<file path="config.mk">
export PLATFORM = sky130hd
export DESIGN_NAME = rr_stream_mux
export DESIGN_NICKNAME = d
export VERILOG_FILES = /design/src/rtl/rr_stream_mux.sv
export SDC_FILE = /design/constraint.sdc
export NUM_CORES = 1
export LEC_CHECK = 0
export ABC_AREA = 1
export CAP_MARGIN = 10
export CORE_AREA = 2 2 121 123
export DETAILED_ROUTE_END_ITERATION = 6
export DIE_AREA = 0 0 123 125
export PLACE_DENSITY = 0.81
export RECOVER_POWER = 50
export SETUP_SLACK_MARGIN = 0.02
export SYNTH_ARGS = -nofsm -noshare
export SYNTH_HDL_FRONTEND = slang
export SYNTH_SLANG_ARGS = --single-unit
</file>
<file path="constraint.sdc">
create_clock -name clk -period 5.8 [get_ports clk]
set_input_delay 1.16 -clock clk [delete_from_list [all_inputs] [get_ports clk]]
set_output_delay 1.16 -clock clk [all_outputs]
set_load 0.05 [all_outputs]
</file>
<file path="src/rtl/rr_stream_mux.sv">
// N-way valid/ready stream merger with a one-deep registered output stage.
// The source is picked by an explicit select (MODE=0) or by round-robin arbitration (MODE=1).
module rr_stream_mux #(
    parameter int WIDTH = 32,
    parameter int N     = 8,
    parameter int MODE  = 1,
    localparam int SELW = $clog2(N)
) (
    input  logic               clk,
    input  logic               rst,
    input  logic [N-1:0]       in_valid,
    input  logic [N*WIDTH-1:0] in_data,
    output logic [N-1:0]       in_ready,
    input  logic [SELW-1:0]    sel,
    output logic               out_valid,
    output logic [WIDTH-1:0]   out_data,
    output logic [SELW-1:0]    out_grant,
    input  logic               out_ready
);

    logic             load_en;
    logic             grant_vld;
    logic [SELW-1:0]  grant_idx;
    logic [SELW:0]    cand;
    logic [SELW-1:0]  ptr;
    logic [WIDTH-1:0] grant_data;

    assign load_en = ~out_valid | out_ready;

    always_comb begin : grant_select
        // NOTE: every variable written here gets a default first, so no path can infer a latch.
        grant_vld = 1'b0;
        grant_idx = '0;
        cand      = '0;
        if (MODE == 0) begin
            // Matching sel against each real channel also rejects sel >= N.
            for (int i = 0; i < N; i++) begin
                if (sel == SELW'(i) && in_valid[i]) begin
                    grant_vld = 1'b1;
                    grant_idx = SELW'(i);
                end
            end
        end else begin
            for (int j = 0; j < N; j++) begin
                cand = {1'b0, ptr} + (SELW+1)'(j);
                if (cand >= (SELW+1)'(N)) cand = cand - (SELW+1)'(N);
                if (!grant_vld && in_valid[cand[SELW-1:0]]) begin
                    grant_vld = 1'b1;
                    grant_idx = cand[SELW-1:0];
                end
            end
        end
    end

    always_comb begin : data_select
        grant_data = '0;
        for (int i = 0; i < N; i++) begin
            if (grant_idx == SELW'(i)) grant_data = in_data[i*WIDTH +: WIDTH];
        end
    end

    // Reset is gated in so no channel sees an accept while the block is held in reset.
    always_comb begin : ready_decode
        in_ready = '0;
        for (int i = 0; i < N; i++) begin
            in_ready[i] = rst && load_en && grant_vld && (grant_idx == SELW'(i));
        end
    end

    // NOTE: non-blocking assignments make every register update from pre-edge values.
    always_ff @(posedge clk) begin
        if (!rst) begin
            out_valid <= 1'b0;
            out_data  <= '0;
            out_grant <= '0;
            ptr       <= '0;
        end else if (load_en) begin
            out_valid <= grant_vld;
            if (grant_vld) begin
                out_data  <= grant_data;
                out_grant <= grant_idx;
                if (MODE != 0) begin
                    ptr <= (grant_idx == SELW'(N-1)) ? '0 : grant_idx + SELW'(1);
                end
            end
        end
    end

endmodule

</file>
==> results.json, run 1 <==
{
  "avgSynthCellArea_um2": 5.42,
  "timing.final.crit_share_pct": 93.6,
  "layout_min_cycle_time_ps": 5430,
  "cp.arrival_ps": 4270,
  "io_pins": 314,
  "first_pass_iters": 5,
  "cts_made_buffers": 5,
  "rows": 44,
  "min_delay_worst_endpoint": "out_data[26]",
  "synth_area_leaders": "nand3_1, dfxtp_1, nand2_1",
  "wl_met2_mm": 11.1,
  "core_region_area_um2": 14200,
  "ctsHtreeMaxLevel": 2,
  "holdPathStages": 2,
  "cts_tree": "built",
  "final_cells": 1426,
  "ys_seq_elements": 39,
  "netlist_instances": 988,
  "syn-num-nets": 1266,
  "yosysTopAreaCellShare_pct": 17.8,
  "worstHoldPathType": "reg -> reg",
  "synth.distinct_cells": 35,
  "final-max-slew-violation-count": 0,
  "clock.fmax_mhz": 184,
  "top_layer_used": "met4",
  "rr_startpoint": "ptr[1]",
  "cts_buffer_depth": 2,
  "setup_ws_ps": 372,
  "drc": 0,
  "routed-via-count": 7321,
  "status": "completed",
  "drt_iter0_markers": 490,
  "antenna_found_initial": 0,
  "grt_max_degree": 66,
  "hp-start": "out_data[26]",
  "die-area_um2": 15400,
  "cts.clk_slew.worst_paths_ps": 60,
  "slew_headroom_pct": 55.4,
  "wl_per_cell_um": 16.1,
  "die_x_um": 123,
  "grt_usage_pct": 29.0,
  "numPortBuffers": 310,
  "antenna_cells": 0,
  "reg2reg_slack_ps": 1030,
  "hold_buffers": 0,
  "grt_pass1_wl_mm": 35.0,
  "required_ps": 4640,
  "pre_cts_ws_ps": 372,
  "insertion_delay_ps": 290,
  "synth_edf_count": 0,
  "syn_area_um2": 5360,
  "r2r-end": "out_data[30]",
  "synthArstFlopShare_pct": 0,
  "synth-seq-area-share_pct": 14.6,
  "root_buffer": "clkbuf_16",
  "drive_gt1_share_pct": 5.56,
  "skew_ps": 3.37,
  "viasPerCell": 5.13,
  "worstPathMaxFanout": 4,
  "crit_type": "in -> out",
  "ant_nets": 0,
  "synth_top_area_cell": "nand3_1",
  "area_growth_pct": 60.9,
  "ys_warn_count": 0,
  "grt-ovfl-total": 0,
  "ys.flop_type": "dfxtp_1",
  "final_nets": 1520,
  "gp_congestion": 0.917,
  "cts.sinks": 39,
  "cp-start-kind": "input pin",
  "worst_slew_pin_slew_ps": 662,
  "cts-resized-gates": 0,
  "wl_mm": 22.9,
  "finalSetupViolations": 0,
  "postCtsSetupRepairBufs": 0,
  "fin_setup_tns_ps": 0,
  "start_util_pct": 37.7,
  "grt_pass1_vias": 6703,
  "dp_cells": 1419,
  "cp-end-kind": "primary output",
  "hold_violations": 0,
  "hpwl_mm": 17.3,
  "die_h_um": 125,
  "wl_met3_mm": 2.00,
  "wirelength_met1_mm": 8.74,
  "rsz0062_at_grt": "false",
  "drv_cap": 0,
  "reg2reg_depth": 23
}
## synth_stat cells (2+ instances only)
library cell	number
a21oi_1	57
buf_1	3
buf_2	25
buf_4	6
buf_6	4
clkbuf_1	41
clkbuf_2	3
dfxtp_1	39
ha_1	8
inv_1	130
inv_2	4
nand2_1	198
nand2_2	4
nand3_1	191
nand3_2	2
nand4_1	64
nor2_1	47
nor2_4	3
nor3_1	2
nor4_1	2
o21ai_0	75
o22ai_1	2
or2_0	47
or2_2	17
xnor2_1	2
xor2_1	3
## routing by layer
metal | track usage (%) | up-vias
met4 | 12.3 | 0
met5 | 0 | -
met3 | 7.21 | 52
li1 | - | 3751
met2 | 50.7 | 316
met1 | 33.0 | 3202
## final cells by class
class	instances	area, µm²
clock inverter	1	8.76
timing repair buffer	329	3260
clock buffer	6	139
multi-input combinational	732	3690
fill	1401	5580
inverter	135	507
tap	184	230
sequential	39	781
## flip-flops by register name, summed over array words and instances (netlist names)
register / flops
ptr: 3
out_data: 32
out_grant: 3
out_valid: 1
## worst max-delay path by stage
| stage | start | to | slack, ps | cells past startpoint |
|---|---|---|---|---|
| 2_1_floorplan | in_valid[1] | in_ready[1] | 470 | 15 |
| 3_3_place_gp | in_valid[3] | in_ready[3] | 340 | 16 |
| 3_5_place_dp | in_valid[3] | in_ready[7] | 370 | 16 |
| 4_1_cts | in_valid[3] | in_ready[7] | 340 | 16 |
| 5_1_grt | in_valid[0] | in_ready[7] | 30 | 16 |
| 6_report | in_valid[1] | in_ready[7] | 370 | 16 |
## cells in the final DEF (no fill, tap or decap), types with 24 or more instances in the layout
| master | count |
|---|---|
| a21oi_1 | 57 |
| buf_4 | 24 |
| clkdlybuf4s50_1 | 266 |
| dfxtp_1 | 39 |
| dlygate4sd3_1 | 36 |
| inv_1 | 130 |
| nand2_1 | 197 |
| nand3_1 | 189 |
| nand4_1 | 64 |
| nor2_1 | 48 |
| o21ai_0 | 75 |
| or2_0 | 47 |
## kinds of logic (layout without fill, tap and decap cells)
logic type | Yosys count | in the layout | synth area share (%)
and+or+nand+nor | 580 | 580 | 52.6
adders and majority gates | 8 | 8 | 1.87
buffers and inverters | 217 | 471 | 16.8
xor gates and xnor gates | 5 | 5 | 0.818
DFF | 39 | 39 | 14.6
AOI/OAI and AO/OA | 139 | 139 | 13.3
## per-stage QoR
stage                     hold slack [ps]  util [%]  cell area [µm²]
after CTS                             546      60.7             8630
after floorplan                       663         -             5360
after detailed placement              528      59.7             8480
after global routing                  560      60.7             8620
after global placement                519      59.7             8480
final                                 535      60.7             8620
## worst max-delay path, cell delays in order
cell             delay (ps)
clkdlybuf4s50_1         480
nand2_1                  70
nand3_1                 110
nand3_1                 140
and2_1                  240
nand2_1                 130
nor3_1                   50
a2111oi_0               420
o221ai_1                200
o22ai_1                 390
inv_1                   130
ha_1                    230
ha_1                    200
inv_1                    70
nor2_1                   70
buf_12                  160
Power of run 1 is left out: the tool's default activity adds up to more than one toggle a clock period on the data nets, which glitch-free logic cannot reach.
==> inputs of run 2 (changes only) <==
- CORE_AREA: 2 2 121 123 -> not set
- CORE_MARGIN: not set -> 2
- CORE_UTILIZATION: not set -> 39
- DIE_AREA: 0 0 123 125 -> not set
- PLACE_DENSITY: 0.81 -> 0.83
==> results.json, run 2 (same netlist as run 1, synthesis figures left out) <==
{
  "status": "completed",
  "postCtsSetupRepairBufs": 0,
  "cp-end-kind": "primary output",
  "wl_mm": 23.2,
  "die_h_um": 121,
  "skew_ps": 6.80,
  "timing.final.crit_share_pct": 94.2,
  "clock.fmax_mhz": 183,
  "layout_min_cycle_time_ps": 5460,
  "insertion_delay_ps": 290,
  "antenna_found_initial": 0,
  "drive_gt1_share_pct": 5.48,
  "drt_iter0_markers": 517,
  "cts.clk_slew.worst_paths_ps": 60,
  "area_growth_pct": 61.2,
  "largest-register": "out_data",
  "rows": 42,
  "slowest_delay_ps": 570,
  "cp-start-kind": "input pin",
  "hold_slack_ps": 537,
  "path_cells": "dlygate4sd3_1 > nand2_1 > nand3_1 > nand3_1 > and2_1 > nand2_1 > nor3_1 > a2111oi_0 > o221ai_1 > o22ai_1 > inv_1 > ha_1 > ha_1 > inv_1 > nor2_1 > buf_12",
  "gp_congestion": 0.903,
  "wl_per_cell_um": 16.3,
  "numPortBuffers": 310,
  "drv_cap": 0,
  "cts-resized-gates": 0,
  "grt_pass1_wl_mm": 34.8,
  "start_util_pct": 40.1,
  "final_nets": 1519,
  "io_pins": 314,
  "crit_type": "in -> out",
  "root_buffer": "clkbuf_16",
  "ctsHtreeMaxLevel": 2,
  "grt_max_degree": 87,
  "ant_nets": 0,
  "grt_pass1_vias": 6784,
  "cts.sinks": 39,
  "die_x_um": 121,
  "grt-ovfl-total": 0,
  "hpwl_mm": 17.4,
  "viasPerCell": 5.22,
  "worstHoldPathType": "reg -> reg",
  "cp.arrival_ps": 4300,
  "holdPathStages": 2,
  "slew_headroom_pct": 18.3,
  "reg2reg_depth": 23,
  "final-max-slew-violation-count": 0,
  "grt_usage_pct": 30.2,
  "antenna_cells": 0,
  "rsz0062_at_grt": "false",
  "fin_setup_tns_ps": 0,
  "hold_violations": 0,
  "hold_buffers": 0,
  "die-area_um2": 14700,
  "core_region_area_um2": 13300,
  "cts_made_buffers": 5,
  "cts_buffer_depth": 2,
  "routed-via-count": 7396,
  "final_common_cell": "clkdlybuf4s50_1",
  "finalSetupViolations": 0,
  "final_cell_mix": "clkdlybuf4s50_1, nand2_1, nand3_1, inv_1, o21ai_0",
  "slowest_stage": "dlygate4sd3_1",
  "first_pass_iters": 5,
  "drc": 0,
  "largest_register_ff_count": 32,
  "fill_cells": 1293,
  "required_ps": 4640,
  "worst_slew_pin_slew_ps": 1230,
  "worstPathMaxFanout": 4,
  "top_regs": "out_data x32, out_grant x3, ptr x3",
  "cts_tree": "built"
}
[run 2: critical path, delay by kind of cell]
family	cells	cell delay, ps
simple gates	7	770
buf+inv	4	950
fa+ha+maj	2	430
compound gates	3	990
[run 2: layout make-up]
type                    count  area (µm²)  area share (%)
repair buffers            328        3260            37.8
inverters                 135         507            5.87
flip-flops and latches     39         781            9.04
multi-input cells         732        3690            42.7
well taps                 176         220            2.55
clock buffers               5         125            1.45
clock inverters             3        46.3           0.536
[run 2: final timing paths]
path	endpoint	from	slack [ps]
max	in_ready[3]	in_valid[4]	340
min	out_data[9]	out_data[9]	540
max reg2reg	out_data[30]	ptr[1]	890
min reg2reg	out_data[9]	out_data[9]	540
[run 2: per-layer routing]
metal  up-vias  track usage, %  wire (µm)  part of all wire, %
li1       3751               -          -                    -
met5         -               0          0                    0
met3        50            6.63       1690                  7.3
met2       324            54.4      11600                   50
met4         0            10.5        881                  3.8
met1      3271            35.0       8970                   39
[run 2: metrics by stage]
step                util (%)  area (µm²)  cells  worst slack, ps
global route            64.7        8630   1418              102
global placement        63.5        8470   1410              444
CTS                     64.8        8650   1418              410
finish                  64.7        8630   1418              337
detailed placement      63.5        8470   1410              429
floorplan                  -        5360    988              469
Power of run 2 is left out for the same reason.
==> inputs of run 3 (changes only) <==
- CORE_AREA: not set -> 2 2 123 125
- CORE_MARGIN: 2 -> not set
- CORE_UTILIZATION: 39 -> not set
- DIE_AREA: not set -> 0 0 125 127
- PLACE_DENSITY: 0.83 -> 0.79
- clock period: 5.8 -> 6.4 ns (I/O delays scaled with it)
==> results.json, run 3 (same netlist as run 1, synthesis figures left out) <==
{
  "ctsHtreeMaxLevel": 2,
  "rsz0062_at_grt": "false",
  "viasPerCell": 5.22,
  "grt-ovfl-total": 0,
  "reg2reg_slack_ps": 1010,
  "skew_ps": 4.76,
  "fin_util_pct": 59.4,
  "hold_buffers": 0,
  "core_region_area_um2": 14400,
  "cts.sinks": 39,
  "layout_min_cycle_time_ps": 5710,
  "wl_per_cell_um": 16.1,
  "worst_slew_pin_slew_ps": 824,
  "die_h_um": 127,
  "cp-start-kind": "input pin",
  "finalSetupViolations": 0,
  "largest-register": "out_data",
  "root_buffer": "clkbuf_16",
  "final_nets": 1517,
  "wl_mm": 22.9,
  "insertion_delay_ps": 290,
  "top_regs": "out_data x32, out_grant x3, ptr x3",
  "fin_setup_tns_ps": 0,
  "hold_violations": 0,
  "hp-start": "out_data[7]",
  "slew_headroom_pct": 45.1,
  "first_pass_iters": 5,
  "antenna_cells": 0,
  "worstPathMaxFanout": 4,
  "final_cell_mix": "clkdlybuf4s50_1, nand2_1, nand3_1, inv_1, o21ai_0",
  "grt_pass1_vias": 6778,
  "die_x_um": 125,
  "cp-end-kind": "primary output",
  "cts_buffer_depth": 2,
  "grt_usage_pct": 27.1,
  "antenna_found_initial": 0,
  "drc": 0,
  "routed-via-count": 7422,
  "largest_register_ff_count": 32,
  "required_ps": 5120,
  "clock.fmax_mhz": 175,
  "rows": 44,
  "rr_startpoint": "ptr[0]",
  "cts_tree": "built",
  "cts.clk_slew.worst_paths_ps": 60,
  "cts-resized-gates": 0,
  "final_common_cell": "clkdlybuf4s50_1",
  "timing.final.crit_share_pct": 89.3,
  "cts_made_buffers": 5,
  "final_cells": 1422,
  "start_util_pct": 37.1,
  "grt_max_degree": 83,
  "grt_pass1_wl_mm": 34.7,
  "drv_cap": 0,
  "status": "completed",
  "final-max-slew-violation-count": 0,
  "worstHoldPathType": "reg -> reg",
  "ant_nets": 0,
  "postPlaceCellArea_um2": 8440,
  "postCtsSetupRepairBufs": 0,
  "numPortBuffers": 310,
  "cp.arrival_ps": 4430,
  "gp_congestion": 0.930,
  "io_pins": 314,
  "final_area_um2": 8570,
  "dp_cells": 1416,
  "crit_type": "in -> out",
  "drive_gt1_share_pct": 5.09,
  "cp-startpoint": "in_valid[0]",
  "die-area_um2": 15900,
  "area_growth_pct": 59.9,
  "hpwl_mm": 17.1,
  "drt_iter0_markers": 757
}
[run 3: cell types whose count changed in the layout (fill, tap and decap cells not counted)]
cell / before / now
buf_12: 4 / 2
buf_4: 21 / 22
bufinv_16: 1 / 0
clkbuf_1: 1 / 0
clkdlybuf4s50_1: 265 / 266
dlygate4sd3_1: 37 / 36
inv_1: 130 / 131
inv_2: 4 / 3
inv_6: 1 / 0
nand2_1: 197 / 198
nand2_2: 5 / 4
[run 3: area by class of cell]
class | instances | area, µm²
Inverter | 135 | 507
Timing Repair Buffer | 326 | 3230
Multi-Input combinational cell | 732 | 3690
Sequential cell | 39 | 781
Clock buffer | 5 | 125
Tap cell | 184 | 230
Clock inverter | 1 | 7.51
Fill cell | 1423 | 5860
[run 3: per-layer routing]
| layer | global-route usage (%) | vias to the layer above | part of all wire, % |
|---|---|---|---|
| li1 | - | 3750 | - |
| met1 | 31.0 | 3276 | 39 |
| met2 | 49.2 | 338 | 50 |
| met3 | 5.86 | 58 | 7.8 |
| met4 | 11.0 | 0 | 4.1 |
| met5 | 0 | - | 0 |
[run 3: path summary, 6_finish.rpt]
kind | end | depth (start not counted)
setup / recovery | in_ready[3] | 17
hold / removal | out_data[7] | 2
setup reg to reg | out_data[6] | 23
hold reg to reg | out_data[7] | 2
[run 3: worst max-delay path, cell delays in order]
cell and delay (ps):
clkdlybuf4s50_1 490, nand2_1 80, nand3_1 150, nand3_1 140, nand2_1 120, nor2_1 80, nand2_1 110, nor3_1 60
a2111oi_0 400, o221ai_1 210, o22ai_1 430, inv_1 130, ha_1 230, ha_1 210, inv_1 70, nor2_1 70
buf_12 170
[run 3: stage by stage]
stage	setup slack, ps	hold slack (ps)
after floorplan	829	663
after global placement	833	520
after detailed placement	779	528
after CTS	719	539
after global routing	453	553
final	687	537
Power of run 3 is left out for the same reason.
